File: src/rtl/csr_access_unit.sv
// csr_access_unit: sequences CSRRW/RS/RC (and immediate forms) as read-modify-write on the CSR file
module csr_access_unit #(
   parameter int DATA_W = 32,
   parameter int ADDR_W = 12
) (
   input  logic              clk_i,
   input  logic              rst_ni,
   input  logic              req_valid_i,
   output logic              req_ready_o,
   input  logic [2:0]        req_funct3_i,
   input  logic [ADDR_W-1:0] req_addr_i,
   input  logic [DATA_W-1:0] req_rs1_i,
   input  logic [4:0]        req_zimm_i,
   input  logic              req_rs1_nz_i,
   input  logic              req_rd_nz_i,
   input  logic              flush_i,
   output logic              rsp_valid_o,
   input  logic              rsp_ready_i,
   output logic [DATA_W-1:0] rsp_data_o,
   output logic              rsp_illegal_o,
   output logic              csr_en_o,
   output logic              csr_we_o,
   output logic [ADDR_W-1:0] csr_addr_o,
   output logic [DATA_W-1:0] csr_data_o,
   input  logic [DATA_W-1:0] csr_data_i,
   input  logic              csr_busy_i,
   input  logic              csr_exists_i,
   input  logic              csr_ro_i
);
   typedef enum logic [2:0] {IDLE, RD_REQ, RD_WAIT, WR_REQ, WR_WAIT, RESP} state_t;
   state_t state_q, state_d;
   logic [1:0]        op_q;
   logic [ADDR_W-1:0] addr_q;
   logic [DATA_W-1:0] src_q, old_q, wdata;
   logic              src_nz_q, rd_nz_q, illegal_q, seen_busy_q, wr_issued_q;
   logic              accept, bad_f3, is_rw, do_read, do_write, illegal_acc, done;
   assign accept      = state_q == IDLE && req_valid_i && !flush_i;
   assign bad_f3      = req_funct3_i[1:0] == 2'b00;
   assign is_rw       = op_q == 2'b01;
   assign do_read     = !(is_rw && !rd_nz_q);
   assign do_write    = is_rw || src_nz_q;
   assign illegal_acc = !csr_exists_i || (do_write && (csr_ro_i || addr_q[ADDR_W-1 -: 2] == 2'b11));
   assign done        = seen_busy_q && !csr_busy_i;
   assign wdata       = is_rw ? src_q : (op_q == 2'b10) ? (old_q | src_q) : (old_q & ~src_q);
   // state register
   always_ff @(posedge clk_i or negedge rst_ni)
      if (!rst_ni) state_q <= IDLE;
      else         state_q <= state_d;
   // next state and CSR/response strobes; strobes only fire when the file is idle
   always_comb begin
      state_d       = state_q;
      req_ready_o   = 1'b0;
      csr_en_o      = 1'b0;
      csr_we_o      = 1'b0;
      csr_addr_o    = '0;
      csr_data_o    = '0;
      rsp_valid_o   = 1'b0;
      rsp_data_o    = '0;
      rsp_illegal_o = 1'b0;
      case (state_q)
         IDLE: begin
            req_ready_o = !flush_i;
            if (accept) state_d = bad_f3 ? RESP : RD_REQ;
         end
         RD_REQ: begin
            csr_addr_o = addr_q;
            if (flush_i)          state_d = IDLE;
            else if (illegal_acc) state_d = RESP;
            else if (!do_read)    state_d = WR_REQ;
            else if (!csr_busy_i) begin
               csr_en_o = 1'b1;
               state_d  = RD_WAIT;
            end
         end
         RD_WAIT: begin
            csr_addr_o = addr_q;
            if (flush_i)   state_d = IDLE;
            else if (done) state_d = do_write ? WR_REQ : RESP;
         end
         WR_REQ: begin
            csr_addr_o = addr_q;
            if (!csr_busy_i) begin
               csr_en_o   = 1'b1;
               csr_we_o   = 1'b1;
               csr_data_o = wdata;
               state_d    = WR_WAIT;
            end
         end
         WR_WAIT: begin
            csr_addr_o = addr_q;
            if (done) state_d = RESP;
         end
         RESP: begin
            csr_addr_o    = addr_q;
            rsp_valid_o   = 1'b1;
            rsp_data_o    = old_q;
            rsp_illegal_o = illegal_q;
            if ((flush_i && !wr_issued_q) || rsp_ready_i) state_d = IDLE;
         end
         default: state_d = IDLE;
      endcase
   end
   // latched request, old value, busy rise/fall tracking and write-issued marker
   always_ff @(posedge clk_i or negedge rst_ni)
      if (!rst_ni) begin
         op_q        <= '0;
         addr_q      <= '0;
         src_q       <= '0;
         old_q       <= '0;
         src_nz_q    <= 1'b0;
         rd_nz_q     <= 1'b0;
         illegal_q   <= 1'b0;
         seen_busy_q <= 1'b0;
         wr_issued_q <= 1'b0;
      end else begin
         if (accept) begin
            op_q        <= req_funct3_i[1:0];
            addr_q      <= req_addr_i;
            src_q       <= req_funct3_i[2] ? {{(DATA_W-5){1'b0}}, req_zimm_i} : req_rs1_i;
            src_nz_q    <= req_funct3_i[2] ? |req_zimm_i : req_rs1_nz_i;
            rd_nz_q     <= req_rd_nz_i;
            old_q       <= '0;
            illegal_q   <= bad_f3;
            wr_issued_q <= 1'b0;
         end
         if (state_q == RD_REQ && !flush_i && illegal_acc) illegal_q <= 1'b1;
         if (state_q == RD_WAIT && done) old_q <= csr_data_i;
         if (state_q == WR_REQ && !csr_busy_i) wr_issued_q <= 1'b1;
         seen_busy_q <= (state_q == RD_WAIT || state_q == WR_WAIT) && (seen_busy_q || csr_busy_i) && !done;
      end
endmodule
File: config.mk
export PLATFORM = sky130hd
export DESIGN_NAME = csr_access_unit
export DESIGN_NICKNAME = d
export VERILOG_FILES = /design/src/rtl/csr_access_unit.sv
export SDC_FILE = /design/constraint.sdc
export NUM_CORES = 1
export LEC_CHECK = 0
export BUFFER_PORTS_ARGS = -buffer_cell sky130_fd_sc_hd__buf_2
export CAP_MARGIN = 20
export CORE_UTILIZATION = 50
export DETAILED_ROUTE_END_ITERATION = 8
export GPL_TIMING_DRIVEN = 0
export PLACE_DENSITY = 0.81
export SLEW_MARGIN = 40
export SYNTH_ARGS = -nofsm -noshare
export SYNTH_HDL_FRONTEND = slang
export SYNTH_SLANG_ARGS = --single-unit
File: constraint.sdc
create_clock -name clk_i -period 2.15 [get_ports clk_i]
set_input_delay 0.43 -clock clk_i [delete_from_list [all_inputs] [get_ports clk_i]]
set_output_delay 0.43 -clock clk_i [all_outputs]
set_load 0.02 [all_outputs]
==> results.md, run 1 <==
- The flow ran to the end, but the final reports show violations.
- The checks that failed: negative setup slack.
- The least setup slack across all paths after layout is -0.151 ns.
- In this run the worst path has a maximum fanout of 6.
- The die covers around 0.01 mm².
- The detailed router finished its first iteration with ~150 violations.
- In this run the horizontal extent of the chip is approximately 100 µm.
- In the final routed layout, each cell accounts on average for about 18 µm.
- The mean instance size in the synthesized netlist is about 9.5 µm².
- The pre-CTS setup slack is -0.277 ns.
- The number of clock sinks is 86.
- The worst hold path terminates at old_q[7]$_DFFE_PN0P_.
- In the global route stage, overall resource usage came out at between 20% and 30%.
- The worst-case IR drop observed on VDD is a little over 600 µV.
- For the pin with the worst max-slew slack, the measured transition is 0.580 ns.
- The library cells used most frequently in the layout, excluding fill and tap cells, are sky130_fd_sc_hd__buf_2, sky130_fd_sc_hd__dfrtp_1, sky130_fd_sc_hd__nand2_1.
- The worst register-to-register path ends at old_q[27]$_DFFE_PN0P_.
- The endpoint type of the worst setup path is an output pin.
- The via count of the first global-routing pass came to roughly 4,700.
- In the final design database the tool counted about 800 nets.
- The routability-driven placement congestion ratio is about 0.89.
- Derived from the worst setup path, the maximum achievable clock frequency is around 430 MHz.
- Net switching is a little over two fifths of the power.
- The depth of the CTS H-tree is 3.
- Counting flops with an async set or reset pin after synthesis yields a share of 100%.
- The max capacitance violation total is 0.
- The first detailed-routing pass ran for 5 iterations.
- The post-route antenna net violation count is 0.
- Entering global routing, the biggest net connects 56 pins.
- The core region is 0.00928 mm².
- In this run the power density over the cells is roughly 1200 mW/mm².
- In this run the tool buffered the top-level ports with between 150 and 200 buffer cells.
- The vertical extent of the die is about 100 µm.
- In this run, synthesis produced a sequential element count of 86.
- The final sum of negative setup slack is -3.39 ns.
- The netlist area before placement is between 0.004 and 0.005 mm².
- Setup repair after global routing could not meet its margin everywhere.
- Measured against its own limit, the worst slew margin works out to a little over 60%.
- Using the TritonRoute via totals, the vias-per-cell ratio works out to between 5 and 6.
- The cell count after synthesis came out at roughly 510.
- Once the floorplan was initialized, standard cells occupied 51.9% of the core.
- The length in cells of the worst reg-to-reg path is 6.
- The number of diodes added for antenna fixing is 0.
- The clock network power share is ~16%.
- By area the synthesized netlist is led by sky130_fd_sc_hd__dfrtp_1, sky130_fd_sc_hd__o21ai_0, sky130_fd_sc_hd__xnor2_1.
- The total via count in the routed design is 4,663.
- The final number of max-transition violations is 0.
- The number of enable-type register cells in the synthesized netlist is 0.
- Counting along the longest clock path gives a buffer depth of 2.
- Data on the critical path is required at its endpoint by around 1.7 ns.
- The final-report hold violation count is 0.
- The number of buffers inserted during clock tree synthesis is 9.
- The combinational share of power is between 50 and 60%.
- Of the cells placed in the final design, the portion with a size suffix greater than 1 is a little under half.
- The power spent charging and discharging nets is 3.55 mW.
- Among all flip-flop cells after synthesis, the most frequent one is sky130_fd_sc_hd__dfrtp_1.
- The worst hold path passes through 2 cells.
- The static leakage power is between 3 and 4 nW.
- CTS placed an instance of sky130_fd_sc_hd__clkbuf_8 at the clock tree root.
- The remaining global-route overflow is 0.
- The worst register-to-register path begins at state_q[2]$_DFFE_PN0P_.
- Of the post-synthesis cell area, the dominant cell type holds 44.6%.
- The largest area contributor in the netlist is sky130_fd_sc_hd__dfrtp_1.
- Sequential cells account for 31.5% of the total power.
- STA puts the critical path data arrival time at ~1.9 ns.
- The minimum setup slack among reg-to-reg paths is 0.12 ns.
- The startpoint kind of the worst setup timing path is a flop.
- The min-delay analysis places its worst path in the category input port to flop.
- TritonCTS built the clock tree.
- Row generation in the floorplan step produced 35 rows.
- The clock network latency to the later pin of the worst-skew pair is roughly 0.35 ns.
- The number of remaining DRC errors is 0.
- Compared with the post-synthesis result, the final layout area differs by 47.6%.
- The wire length of the first global-routing pass is 22,900 µm.
- The number of warnings printed during yosys synthesis is 0.
- In this run the count of I/O pins placed on the die edge is about 180.
- The fraction of the yosys area taken by sequential cells is about 45%.
- The number of antenna violations at the first check in global routing is 0.
- On the final layout, the worst clock skew is ~0.015 ns.
- Clock-pin slew was measured on the worst setup and hold paths at around 0.10 ns.
- The design internal power is between 4 and 5 mW.
- The startpoint-to-endpoint class of the critical path is flop to output pin.
- The most common cell after layout, fill and taps aside is sky130_fd_sc_hd__buf_2.
- The number of nets in the synthesized netlist is 599.
- The sum of routed wire length over all layers is 14,900 µm.
- The shortest clock period the worst path allows after layout is approximately 2.3 ns.
- The worst min-delay path startpoint is csr_data_i[7].
- The wire-length estimate of the detail-placed layout is between 9000 and 10,000 µm.
- The unique cell type count in the Yosys netlist is 43.
- The part of the cycle the worst path needs is 107%.
- The number of setup violations in the final report is between 60 and 70.
-- critical path, stage by stage (launching register included) --
cell and delay [ns]:
sky130_fd_sc_hd__dfrtp_2 0.44, sky130_fd_sc_hd__buf_6 0.14, sky130_fd_sc_hd__nor2b_4 0.10, sky130_fd_sc_hd__nand3b_1 0.10
sky130_fd_sc_hd__buf_6 0.17, sky130_fd_sc_hd__buf_12 0.14, sky130_fd_sc_hd__a211oi_4 0.26, sky130_fd_sc_hd__buf_6 0.16
-- cells in the mapped netlist (2+ instances only) --
cell type / count
sky130_fd_sc_hd__mux2_2: 4
sky130_fd_sc_hd__clkbuf_1: 22
sky130_fd_sc_hd__a211oi_1: 32
sky130_fd_sc_hd__xnor2_1: 33
sky130_fd_sc_hd__o21ai_0: 63
sky130_fd_sc_hd__mux2_1: 11
sky130_fd_sc_hd__mux2i_1: 6
sky130_fd_sc_hd__nand2b_1: 29
sky130_fd_sc_hd__and2_1: 45
sky130_fd_sc_hd__o21ai_1: 7
sky130_fd_sc_hd__inv_1: 3
sky130_fd_sc_hd__nor2_1: 10
sky130_fd_sc_hd__a22o_1: 32
sky130_fd_sc_hd__buf_2: 12
sky130_fd_sc_hd__buf_1: 3
sky130_fd_sc_hd__buf_6: 3
sky130_fd_sc_hd__nor3_1: 2
sky130_fd_sc_hd__dfrtp_1: 86
sky130_fd_sc_hd__nand2_1: 72
sky130_fd_sc_hd__a21oi_1: 3
sky130_fd_sc_hd__mux2_4: 2
sky130_fd_sc_hd__nor2b_1: 4
-- sequential cells by signal (all words and copies together), names as in the netlist --
name	cells
src_nz_q	1
seen_busy_q	1
rd_nz_q	1
state_q	3
addr_q	12
old_q	32
src_q	32
illegal_q	1
wr_issued_q	1
op_q	2
-- layout make-up --
type | count | area, µm²
multi-input combinational | 375 | 2810
timing repair buffer | 198 | 1440
inverter | 3 | 11.3
clock buffer | 11 | 141
buffer | 41 | 317
sequential | 86 | 2150
tap | 129 | 161
fill | 621 | 2160
clock inverter | 5 | 82.6
-- stage by stage --
stage / hold slack [ns] / cell area, µm² / utilization [%] / power (mW) / instances
floorplan: 0.134 / 4830 / - / 5.00 / 505
global placement: 0.465 / 5860 / 63.1 / 5.76 / 807
detailed placement: 0.333 / 5890 / 63.4 / 5.93 / 808
CTS: 0.284 / 6930 / 74.6 / 7.93 / 844
global route: 0.284 / 7120 / 76.7 / 8.76 / 848
finish: 0.290 / 7120 / 76.7 / 8.30 / 848
-- how the worst max path moves through the flow --
| stage | from | to | slack [ns] | cells past startpoint |
|---|---|---|---|---|
| 2_1_floorplan | state_q[2]$_DFFE_PN0P_ | csr_data_o[23] | 0.04 | 5 |
| 3_3_place_gp | state_q[2]$_DFFE_PN0P_ | csr_data_o[21] | -0.21 | 6 |
| 3_5_place_dp | state_q[2]$_DFFE_PN0P_ | csr_data_o[21] | -0.28 | 6 |
| 4_1_cts | state_q[1]$_DFFE_PN0P_ | csr_data_o[20] | -0.14 | 7 |
| 5_1_grt | state_q[2]$_DFFE_PN0P_ | csr_data_o[31] | -0.17 | 7 |
| 6_report | state_q[2]$_DFFE_PN0P_ | csr_data_o[12] | -0.15 | 7 |
-- timing repair --
action	4_1_cts	5_1_grt
buffers inserted	13	4
hold buffers	1	0
pin swaps	17	6
hold endpoints to repair	31	0
gates cloned	6	1
endpoints found under the setup margin	74	108
gates resized for setup	195	55
-- cell families after synthesis --
| group | share of synthesized area (%) |
|---|---|
| AO/OA/AOI/OAI | 20.7 |
| XOR/XNOR | 5.99 |
| buffers and inverters | 4.28 |
| flip-flops | 44.6 |
| multiplexers | 5.37 |
| AND/OR/NAND/NOR | 19.0 |
-- per-layer routing --
layer	share of wire [%]	track usage, %	vias up
li1	-	-	2168
met1	41	37.0	2250
met2	50	50.9	208
met3	5.6	4.32	37
met4	3.1	12.4	0
met5	0	0	-
-- power by group through the flow --
stage	Combinational, mW	Sequential [mW]	Clock [mW]
after global routing	4.73	2.68	1.35
after CTS	4.04	2.59	1.29
after floorplan	2.50	2.51	0
after global placement	3.18	2.58	0
after detailed placement	3.32	2.62	0
final	4.39	2.61	1.29
Note: power is estimated with default switching activity, not from simulation.
==> run 2, diff against run 1 <==
- ABC_AREA: unset -> 1
- CORE_UTILIZATION: 50 -> 49
- PLACE_DENSITY: 0.81 -> 0.8
==> run 2 against run 1 <==
  * The run ends with design-rule violations, negative setup slack left
  * Non-clock buffer count shrank 16
  * Sequential power grew 3%
  * Critical path depth is the same
  * Setup slack gained 0.083 ns
  * Critical path type unchanged
==> results.md, run 2 <==
- The number of antenna violations at the first check in global routing was 0 (unchanged).
- The highest fanout seen on the critical path is 10 (was 6).
- The power density over the cells is 1190 mW/mm² (was 1170 mW/mm²).
- The starting density of the core is 51.2% (was 51.9%).
- The sum of routed wire length over all layers came to 14,100 µm (was 14,900 µm).
- The clock transition at the registers of the reported paths came to 0.09 ns (was 0.10 ns).
- The final-report hold violation count is 0 (unchanged).
- The number of warnings printed during yosys synthesis is 0 (unchanged).
- The static leakage power is 2.99 nW (was 3.23 nW).
- The fraction of synthesis flops using an asynchronous set or reset pin is 100% (unchanged).
- The clock network latency to the later pin of the worst-skew pair is 0.35 ns (about the same).
- Most numerous cell types in the synthesized netlist: sky130_fd_sc_hd__nand2_1, sky130_fd_sc_hd__dfrtp_1, sky130_fd_sc_hd__nor2_1, sky130_fd_sc_hd__inv_1 (was sky130_fd_sc_hd__dfrtp_1, sky130_fd_sc_hd__nand2_1, sky130_fd_sc_hd__o21ai_0, sky130_fd_sc_hd__and2_1, sky130_fd_sc_hd__xnor2_1).
- The final number of max-transition violations is 0 (unchanged).
- The final-layout fill cell count is 706 (was 621).
- The maximum operating frequency is 451 MHz (was 435 MHz).
- The number of setup violations in the final report is 39 (was 61).
- The worst min-delay path startpoint is req_addr_i[6] (was csr_data_i[7]).
- RSZ-0062 raised after global routing: yes (unchanged).
- The startpoint kind of the worst setup timing path is a flop (unchanged).
- The area of the core is 0.00881 mm² (was 0.00928 mm²).
- The delay of the slowest cell on the worst path came to 0.42 ns (was 0.44 ns).
- The number of remaining DRC errors was 9 (was 0).
- The most common cell after layout, fill and taps aside is sky130_fd_sc_hd__buf_2 (unchanged).
- The number of enable-type register cells in the synthesized netlist is 0 (unchanged).
- The worst setup path startpoint is state_q[2]$_DFFE_PN0P_ (unchanged).
- The max capacitance violation total is 0 (unchanged).
- Commonest cells after routing, fill and taps aside: sky130_fd_sc_hd__buf_2, sky130_fd_sc_hd__nand2_1, sky130_fd_sc_hd__dfrtp_1 (was sky130_fd_sc_hd__buf_2, sky130_fd_sc_hd__dfrtp_1, sky130_fd_sc_hd__nand2_1).
- The area of all placed cells without fillers is 0.00622 mm² (was 0.00712 mm²).
- The number of DRC markers after the initial detailed-route iteration is 304 (was 147).
- The endpoint type of the worst setup path is an output pin (unchanged).
- The class of the most critical hold timing path is input port to flop (unchanged).
- The cell type with the highest occurrence count on the critical path is sky130_fd_sc_hd__nand2_4 (was sky130_fd_sc_hd__buf_6).
- The vertical extent of the die was 97.9 µm (was 100 µm).
- The post-route antenna net violation count came to 0 (unchanged).
- The transition time at the pin with the least slew margin was 0.534 ns (was 0.580 ns).
- The worst clock skew is 0.00945 ns (was 0.0155 ns).
- The clock tree from TritonCTS is done (unchanged).
- The number of clock sinks is 86 (unchanged).
- The number of search-and-repair iterations in the first detailed-routing pass is 7 (was 5).
- The depth of the CTS H-tree is 3 (unchanged).
- The highest-delay cell along the critical path is sky130_fd_sc_hd__dfrtp_1 (was sky130_fd_sc_hd__dfrtp_2).
- The routability-driven placement congestion ratio was 0.910 (was 0.892).
- The pin count of the biggest net entering global routing was 56 (unchanged).
- The count of pins on the block boundary is 175 (unchanged).
- The number of vias per cell is 5.49 (was 5.50).
- The deepest clock path buffer count is 2 (unchanged).
- The startpoint-to-endpoint class of the critical path is flop to output pin (unchanged).
- Result of the run: finished, violations left (unchanged).
- The pre-CTS setup slack is 0.112 ns (was -0.277 ns).
- The worst hold slack after final layout is 0.285 ns (was 0.290 ns).
- The die outline width is 97.9 µm (was 100 µm).
- Biggest area contributors in the synthesized netlist: sky130_fd_sc_hd__dfrtp_1, sky130_fd_sc_hd__nand2_1, sky130_fd_sc_hd__a211oi_2 (was sky130_fd_sc_hd__dfrtp_1, sky130_fd_sc_hd__o21ai_0, sky130_fd_sc_hd__xnor2_1).
- The most common flop cell mapped by yosys is sky130_fd_sc_hd__dfrtp_1 (unchanged).
- The share of the synthesized area in the top cell type is 47.7% (was 44.6%).
- The most common cell in the synthesized netlist is sky130_fd_sc_hd__nand2_1 (was sky130_fd_sc_hd__dfrtp_1).
- The relative max-transition margin is 64.4% (was 61.3%).
- The fraction of the yosys area taken by sequential cells is 47.7% (was 44.6%).
- The overall die area is 0.00959 mm² (was 0.0100 mm²).
- Cell chain of the critical path: inv_2 -> nand2_4 -> nor2_4 -> nand2_4 -> buf_8 -> a211oi_2 -> buf_4 (was buf_6 -> nor2b_4 -> nand3b_1 -> buf_6 -> buf_12 -> a211oi_4 -> buf_6).
- The wire length per cell after detailed routing was 16.2 µm (was 17.6 µm).
- The critical path data required time was 1.72 ns (about the same).
- Registers with the most flip-flops: old_q: 32 flops, src_q: 32 flops, addr_q: 12 flops (unchanged).
- The mean instance size in the synthesized netlist is 8.10 µm² (was 9.55 µm²).
- The synthesis-to-finish area growth is 38.0% (was 47.6%).
- The master cell of the clock root buffer is sky130_fd_sc_hd__clkbuf_8 (unchanged).
- The critical register-to-register path startpoint was state_q[2]$_DFFE_PN0P_ (unchanged).
- The arrival time of the worst setup path was 1.79 ns (was 1.87 ns).
- The netlist area before placement is 0.00451 mm² (was 0.00482 mm²).
- The share of post-route cells with drive strength above 1 was 39.3% (was 45.8%).
- The post-synthesis register bit count is 86 (unchanged).
- The via count of the first global-routing pass is 4,535 (was 4,711).
- The number of diodes added for antenna fixing is 0 (unchanged).
- The count of buffering cells on the critical path with inverters included is 3 (was 4).
- The part of the cycle the worst path needs is 103% (was 107%).
- The largest area contributor in the netlist is sky130_fd_sc_hd__dfrtp_1 (unchanged).
- The worst IR drop on VDD was 489 µV (was 606 µV).
- The remaining global-route overflow is 0 (unchanged).
- The number of buffers inserted during clock tree synthesis came to 9 (unchanged).
- The critical path's top delay family is buffers and inverters (unchanged).
- The number of port buffers is 174 (was 173).
- The count of nets after finishing came to 850 (was 808).
- The number of cells produced by synthesis is 557 (was 505).
- The placed instance area was 0.00555 mm² (was 0.00589 mm²).
- The global-route usage over all layers is 29.3% (was 29.5%).
- The least setup slack across all paths after layout is -0.0681 ns (was -0.151 ns).
- The post-DP HPWL came to 9990 µm (was 9810 µm).
- The synthesized net count is 651 (was 599).
- The utilization after layout is 70.7% (was 76.7%).
- The wire length of the first global-routing pass was 22,200 µm (was 22,900 µm).
- The total via count in the routed design is 4,763 (was 4,663).
- The cell row count was 34 (was 35).
- Failing checks: design-rule violations, negative setup slack (was negative setup slack).
- The shortest clock period the worst path allows after layout is 2.22 ns (was 2.30 ns).
- The unique cell type count in the Yosys netlist is 28 (was 43).
[run 2: cell types whose count changed in the layout (fill, tap and decap cells not counted), sizes merged, moves of 33 or more]
| cell | before | now |
|---|---|---|
| nor2 | 10 | 70 |
| and2 | 45 | 0 |
| inv | 3 | 63 |
| nand3 | 1 | 41 |
| xnor2 | 33 | 0 |
[run 2: power by group]
| group | internal [mW] | switching, mW | leakage, nW |
|---|---|---|---|
| Clock | 0.654 | 0.611 | 0.0990 |
| Sequential | 2.22 | 0.477 | 1.13 |
| Combinational | 1.22 | 2.20 | 1.76 |
[run 2: final timing paths]
check | endpoint | slack, ns | depth (start not counted)
hold reg to reg | addr_q[1]$_DFFE_PN0P_ | 0.53 | 2
min in group asynchronous | addr_q[11]$_DFFE_PN0P_ | 0.51 | 2
setup / recovery | csr_data_o[20] | -0.07 | 7
hold / removal | addr_q[6]$_DFFE_PN0P_ | 0.29 | 3
setup reg to reg | old_q[18]$_DFFE_PN0P_ | 0.34 | 7
max in group asynchronous | old_q[31]$_DFFE_PN0P_ | 1.07 | 3
[run 2: layout make-up]
type | count | area [µm²] | share of cell area, %
plain buffers | 35 | 239 | 3.84
clock buffers | 10 | 128 | 2.05
clock inverters | 5 | 83.8 | 1.35
inverters | 62 | 235 | 3.78
multi-input cells | 374 | 2080 | 33.4
flip-flops and latches | 86 | 2160 | 34.6
well taps | 108 | 135 | 2.17
repair buffers | 188 | 1170 | 18.8
[run 2: worst reg2reg max path, stage by stage, from the launching register on]
cell and delay [ns]:
sky130_fd_sc_hd__dfrtp_1 0.42, sky130_fd_sc_hd__inv_2 0.11, sky130_fd_sc_hd__buf_4 0.12, sky130_fd_sc_hd__buf_4 0.10, sky130_fd_sc_hd__nand3_1 0.09, sky130_fd_sc_hd__o21ai_1 0.41, sky130_fd_sc_hd__buf_2 0.32, sky130_fd_sc_hd__o21ai_0 0.12
[run 2: metrics by stage]
stage               setup TNS [ns]  cells  total power [mW]
floorplan                        0    557              4.63
global placement             -9.56    839              5.44
detailed placement               0    840              5.55
CTS                         -0.656    863              7.02
global route                 -4.65    868              7.79
finish                      -0.973    868              7.38
[run 2: cells by family (layout without fill, tap and decap cells)]
family | count (synthesis) | in the layout | synth area share, %
AND/OR/NAND/NOR | 219 | 219 | 20.6
AO/OA/AOI/OAI | 155 | 155 | 22.8
buffers and inverters | 97 | 300 | 8.93
flip-flops | 86 | 86 | 47.7
[run 2: per-layer routing]
metal	vias up	wire length [µm]	track usage (%)
met5	-	0	0
met4	0	374	9.56
met1	2281	5860	39.2
met2	216	6920	48.8
li1	2233	-	-
met3	33	906	4.51
[run 2: timing repair]
action / in CTS / in global routing
pin swaps: 4 / 10
hold buffers: 1 / 0
resized for setup: 67 / 63
cloned: 0 / 0
setup buffers: 7 / 5
setup endpoints to repair: 72 / 73
endpoints found under the hold margin: 31 / 0
==> run 3, diff against run 2 <==
- MAX_ROUTING_LAYER: unset -> met4
==> run 3 against run 2 <==
  * Largest power group unchanged
  * Critical path depth unchanged
  * Via count increased by 2.3%
  * The run still ends with design-rule violations, negative setup slack left
  * Combinational power grew 4%
  * Clock power fell by 9.5%
  * Sequential power barely moved
  * Non-clock buffer count increased by 9
  * Register-to-register slack improved by 0.06 ns
  * Routed wire length increased by 4.0%
  * Global-route usage is 1.5 points higher
  * Cell count increased by 1.2%
  * Highest routed layer unchanged
  * Critical endpoint is now csr_data_o[7]
==> results.md, run 3 (synthesized netlist as in run 2, its figures left out) <==
- The worst IR drop on VDD came to 577 µV (was 489 µV).
- The number of clock sinks is 86 (unchanged).
- The transition time at the pin with the least slew margin is 0.529 ns (was 0.534 ns).
- The clock transition at the registers of the reported paths is 0.09 ns (about the same).
- The sum of routed wire length over all layers is 14,600 µm (was 14,100 µm).
- The global-route usage over all layers is 30.7% (was 29.3%).
- The deepest clock path buffer count was 2 (unchanged).
- The final number of max-transition violations is 0 (unchanged).
- The length in cells of the worst reg-to-reg path was 6 (was 7).
- The die outline width is 97.9 µm (unchanged).
- The number of setup violations in the final report is 24 (was 39).
- The sequential share of power was 36.7% (was 36.5%).
- The final-report hold violation count is 0 (unchanged).
- The static leakage power was 3.08 nW (was 2.99 nW).
- The master cell of the clock root buffer is sky130_fd_sc_hd__clkbuf_8 (unchanged).
- The power spent charging and discharging nets is 3.34 mW (was 3.29 mW).
- The number of port buffers is 174 (unchanged).
- Failing checks: design-rule violations, negative setup slack (unchanged).
- The count of nets after finishing is 859 (was 850).
- The power density over the cells is 1150 mW/mm² (was 1190 mW/mm²).
- The routability-driven placement congestion ratio is 0.918 (was 0.910).
- The design internal power is 4.06 mW (was 4.09 mW).
- The placed instance area is 0.00555 mm² (unchanged).
- The number of DRC markers after the initial detailed-route iteration is 304 (unchanged).
- The area of all placed cells without fillers came to 0.00640 mm² (was 0.00622 mm²).
- The area of the core was 0.00881 mm² (unchanged).
- The combinational share of power was 47.9% (was 46.4%).
- The number of instances on the worst hold path is 3 (unchanged).
- Commonest cells after routing, fill and taps aside: sky130_fd_sc_hd__buf_2, sky130_fd_sc_hd__nand2_1, sky130_fd_sc_hd__dfrtp_1 (unchanged).
- The depth of the CTS H-tree was 3 (unchanged).
- The class of the most critical hold timing path is input port to flop (unchanged).
- The count of pins on the block boundary is 175 (unchanged).
- The most common cell after layout, fill and taps aside is sky130_fd_sc_hd__buf_2 (unchanged).
- The clock network power share is 15.4% (was 17.1%).
- The pin count of the biggest net entering global routing is 52 (was 56).
- The relative max-transition margin is 64.7% (was 64.4%).
- The share of total power consumed by net switching is 45.1% (was 44.5%).
- The starting density of the core is 51.2% (unchanged).
- The pre-CTS setup slack is 0.109 ns (was 0.112 ns).
- The least setup slack across all paths after layout is -0.0639 ns (was -0.0681 ns).
- The synthesis-to-finish area growth is 42.0% (was 38.0%).
- The arrival time of the worst setup path is 1.78 ns (was 1.79 ns).
- The endpoint type of the worst setup path was an output pin (unchanged).
- The vertical extent of the die is 97.9 µm (unchanged).
- The highest fanout seen on the critical path is 5 (was 10).
- The final sum of negative setup slack was -0.509 ns (was -0.973 ns).
- The remaining global-route overflow is 0 (unchanged).
- The startpoint-to-endpoint class of the critical path was flop to output pin (unchanged).
- The maximum operating frequency is 452 MHz (was 451 MHz).
- The share of post-route cells with drive strength above 1 came to 39.5% (was 39.3%).
- The max capacitance violation total came to 0 (unchanged).
- The shortest clock period the worst path allows after layout was 2.21 ns (was 2.22 ns).
- The clock tree from TritonCTS is done (unchanged).
- The number of remaining DRC errors is 10 (was 9).
- The number of search-and-repair iterations in the first detailed-routing pass is 8 (was 7).
- RSZ-0062 raised after global routing: yes (unchanged).
- The overall die area was 0.00959 mm² (unchanged).
- Registers with the most flip-flops: old_q: 32 flops, src_q: 32 flops, addr_q: 12 flops (unchanged).
- The worst clock skew is 0.0137 ns (was 0.00945 ns).
- The number of buffers inserted during clock tree synthesis came to 9 (unchanged).
- The clock network latency to the later pin of the worst-skew pair is 0.35 ns (about the same).
- The critical path data required time was 1.72 ns (about the same).
- The wire length of the first global-routing pass came to 22,700 µm (was 22,200 µm).
- The via count of the first global-routing pass is 4,734 (was 4,535).
- The part of the cycle the worst path needs came to 103% (about the same).
- The post-route antenna net violation count is 0 (unchanged).
- Result of the run: finished, violations left (unchanged).
- The wire length per cell after detailed routing is 16.7 µm (was 16.2 µm).
- The number of vias per cell was 5.55 (was 5.49).
- The startpoint kind of the worst setup timing path is a flop (unchanged).
- The number of antenna violations at the first check in global routing is 0 (unchanged).
- The number of diodes added for antenna fixing is 0 (unchanged).
- The total via count in the routed design is 4,874 (was 4,763).
- The post-DP HPWL came to 9950 µm (was 9990 µm).
- The cell row count was 34 (unchanged).
[run 3: cell count changes in the layout (fill, tap and decap cells not counted), moves of 2 or more]
cell,delta
sky130_fd_sc_hd__nor2_1,+3
sky130_fd_sc_hd__a211oi_1,+2
sky130_fd_sc_hd__buf_8,-3
sky130_fd_sc_hd__buf_12,+5
sky130_fd_sc_hd__buf_6,+7
sky130_fd_sc_hd__a211oi_4,+4
sky130_fd_sc_hd__buf_4,+2
sky130_fd_sc_hd__a211oi_2,-6
sky130_fd_sc_hd__nand2_2,+2
sky130_fd_sc_hd__buf_2,-3
sky130_fd_sc_hd__nor2_2,-3
sky130_fd_sc_hd__clkbuf_4,-2
[run 3: layout make-up]
cell class                 count  area, µm²
fill                         683       2400
multi-input combinational    374       2090
clock inverter                 5       58.8
inverter                      62        233
buffer                        34        260
sequential                    86       2160
timing repair buffer         198       1340
clock buffer                  11        131
tap                          108        135
[run 3: critical path, cell delays in order (launching register included)]
cell and delay (ns):
sky130_fd_sc_hd__dfrtp_1 0.41, sky130_fd_sc_hd__inv_2 0.11, sky130_fd_sc_hd__nand2_4 0.06, sky130_fd_sc_hd__nor2_4 0.11, sky130_fd_sc_hd__nand2_4 0.09, sky130_fd_sc_hd__bufbuf_16 0.28
sky130_fd_sc_hd__a211oi_4 0.22, sky130_fd_sc_hd__buf_6 0.16
[run 3: power by group through the flow]
stage	clock network, mW	registers [mW]	logic [mW]
floorplan	0	2.57	2.06
global route	1.22	2.78	3.86
detailed placement	0	2.68	2.88
global placement	0	2.65	2.79
finish	1.14	2.71	3.54
CTS	1.13	2.67	3.20
[run 3: timing repair]
action / in CTS / in global routing
hold endpoints to repair: 35 / 0
setup buffers: 12 / 8
pin swaps: 24 / 8
gates resized for setup: 77 / 65
endpoints found under the setup margin: 72 / 69
hold buffers: 1 / 0
cloned: 1 / 1
[run 3: final timing paths]
| kind | slack [ns] | to | start |
|---|---|---|---|
| max | -0.06 | csr_data_o[7] | state_q[2]$_DFFE_PN0P_ |
| min | 0.29 | addr_q[6]$_DFFE_PN0P_ | req_addr_i[6] |
| max reg2reg | 0.40 | old_q[11]$_DFFE_PN0P_ | state_q[1]$_DFFE_PN0P_ |
| min reg2reg | 0.53 | addr_q[2]$_DFFE_PN0P_ | addr_q[2]$_DFFE_PN0P_ |
| max in group asynchronous | 1.06 | wr_issued_q$_DFFE_PN0P_ | rst_ni |
| min in group asynchronous | 0.54 | addr_q[10]$_DFFE_PN0P_ | rst_ni |
[run 3: layer usage]
layer | share of wire (%) | global-route usage, % | vias up
met4 | 2.5 | 11.8 | 0
met1 | 41 | 39.6 | 2356
met2 | 50 | 49.7 | 241
met5 | 0 | - | -
li1 | - | - | 2246
met3 | 7.0 | 3.72 | 31
[run 3: stage by stage]
| step | utilization [%] | instances | hold WS, ns | power (mW) |
|---|---|---|---|---|
| after floorplan | - | 557 | 0.134 | 4.63 |
| after global placement | 62.6 | 839 | 0.494 | 5.44 |
| after detailed placement | 63.0 | 840 | 0.352 | 5.56 |
| after CTS | 69.4 | 869 | 0.284 | 7.00 |
| after global routing | 72.7 | 878 | 0.289 | 7.85 |
| final | 72.7 | 878 | 0.292 | 7.40 |
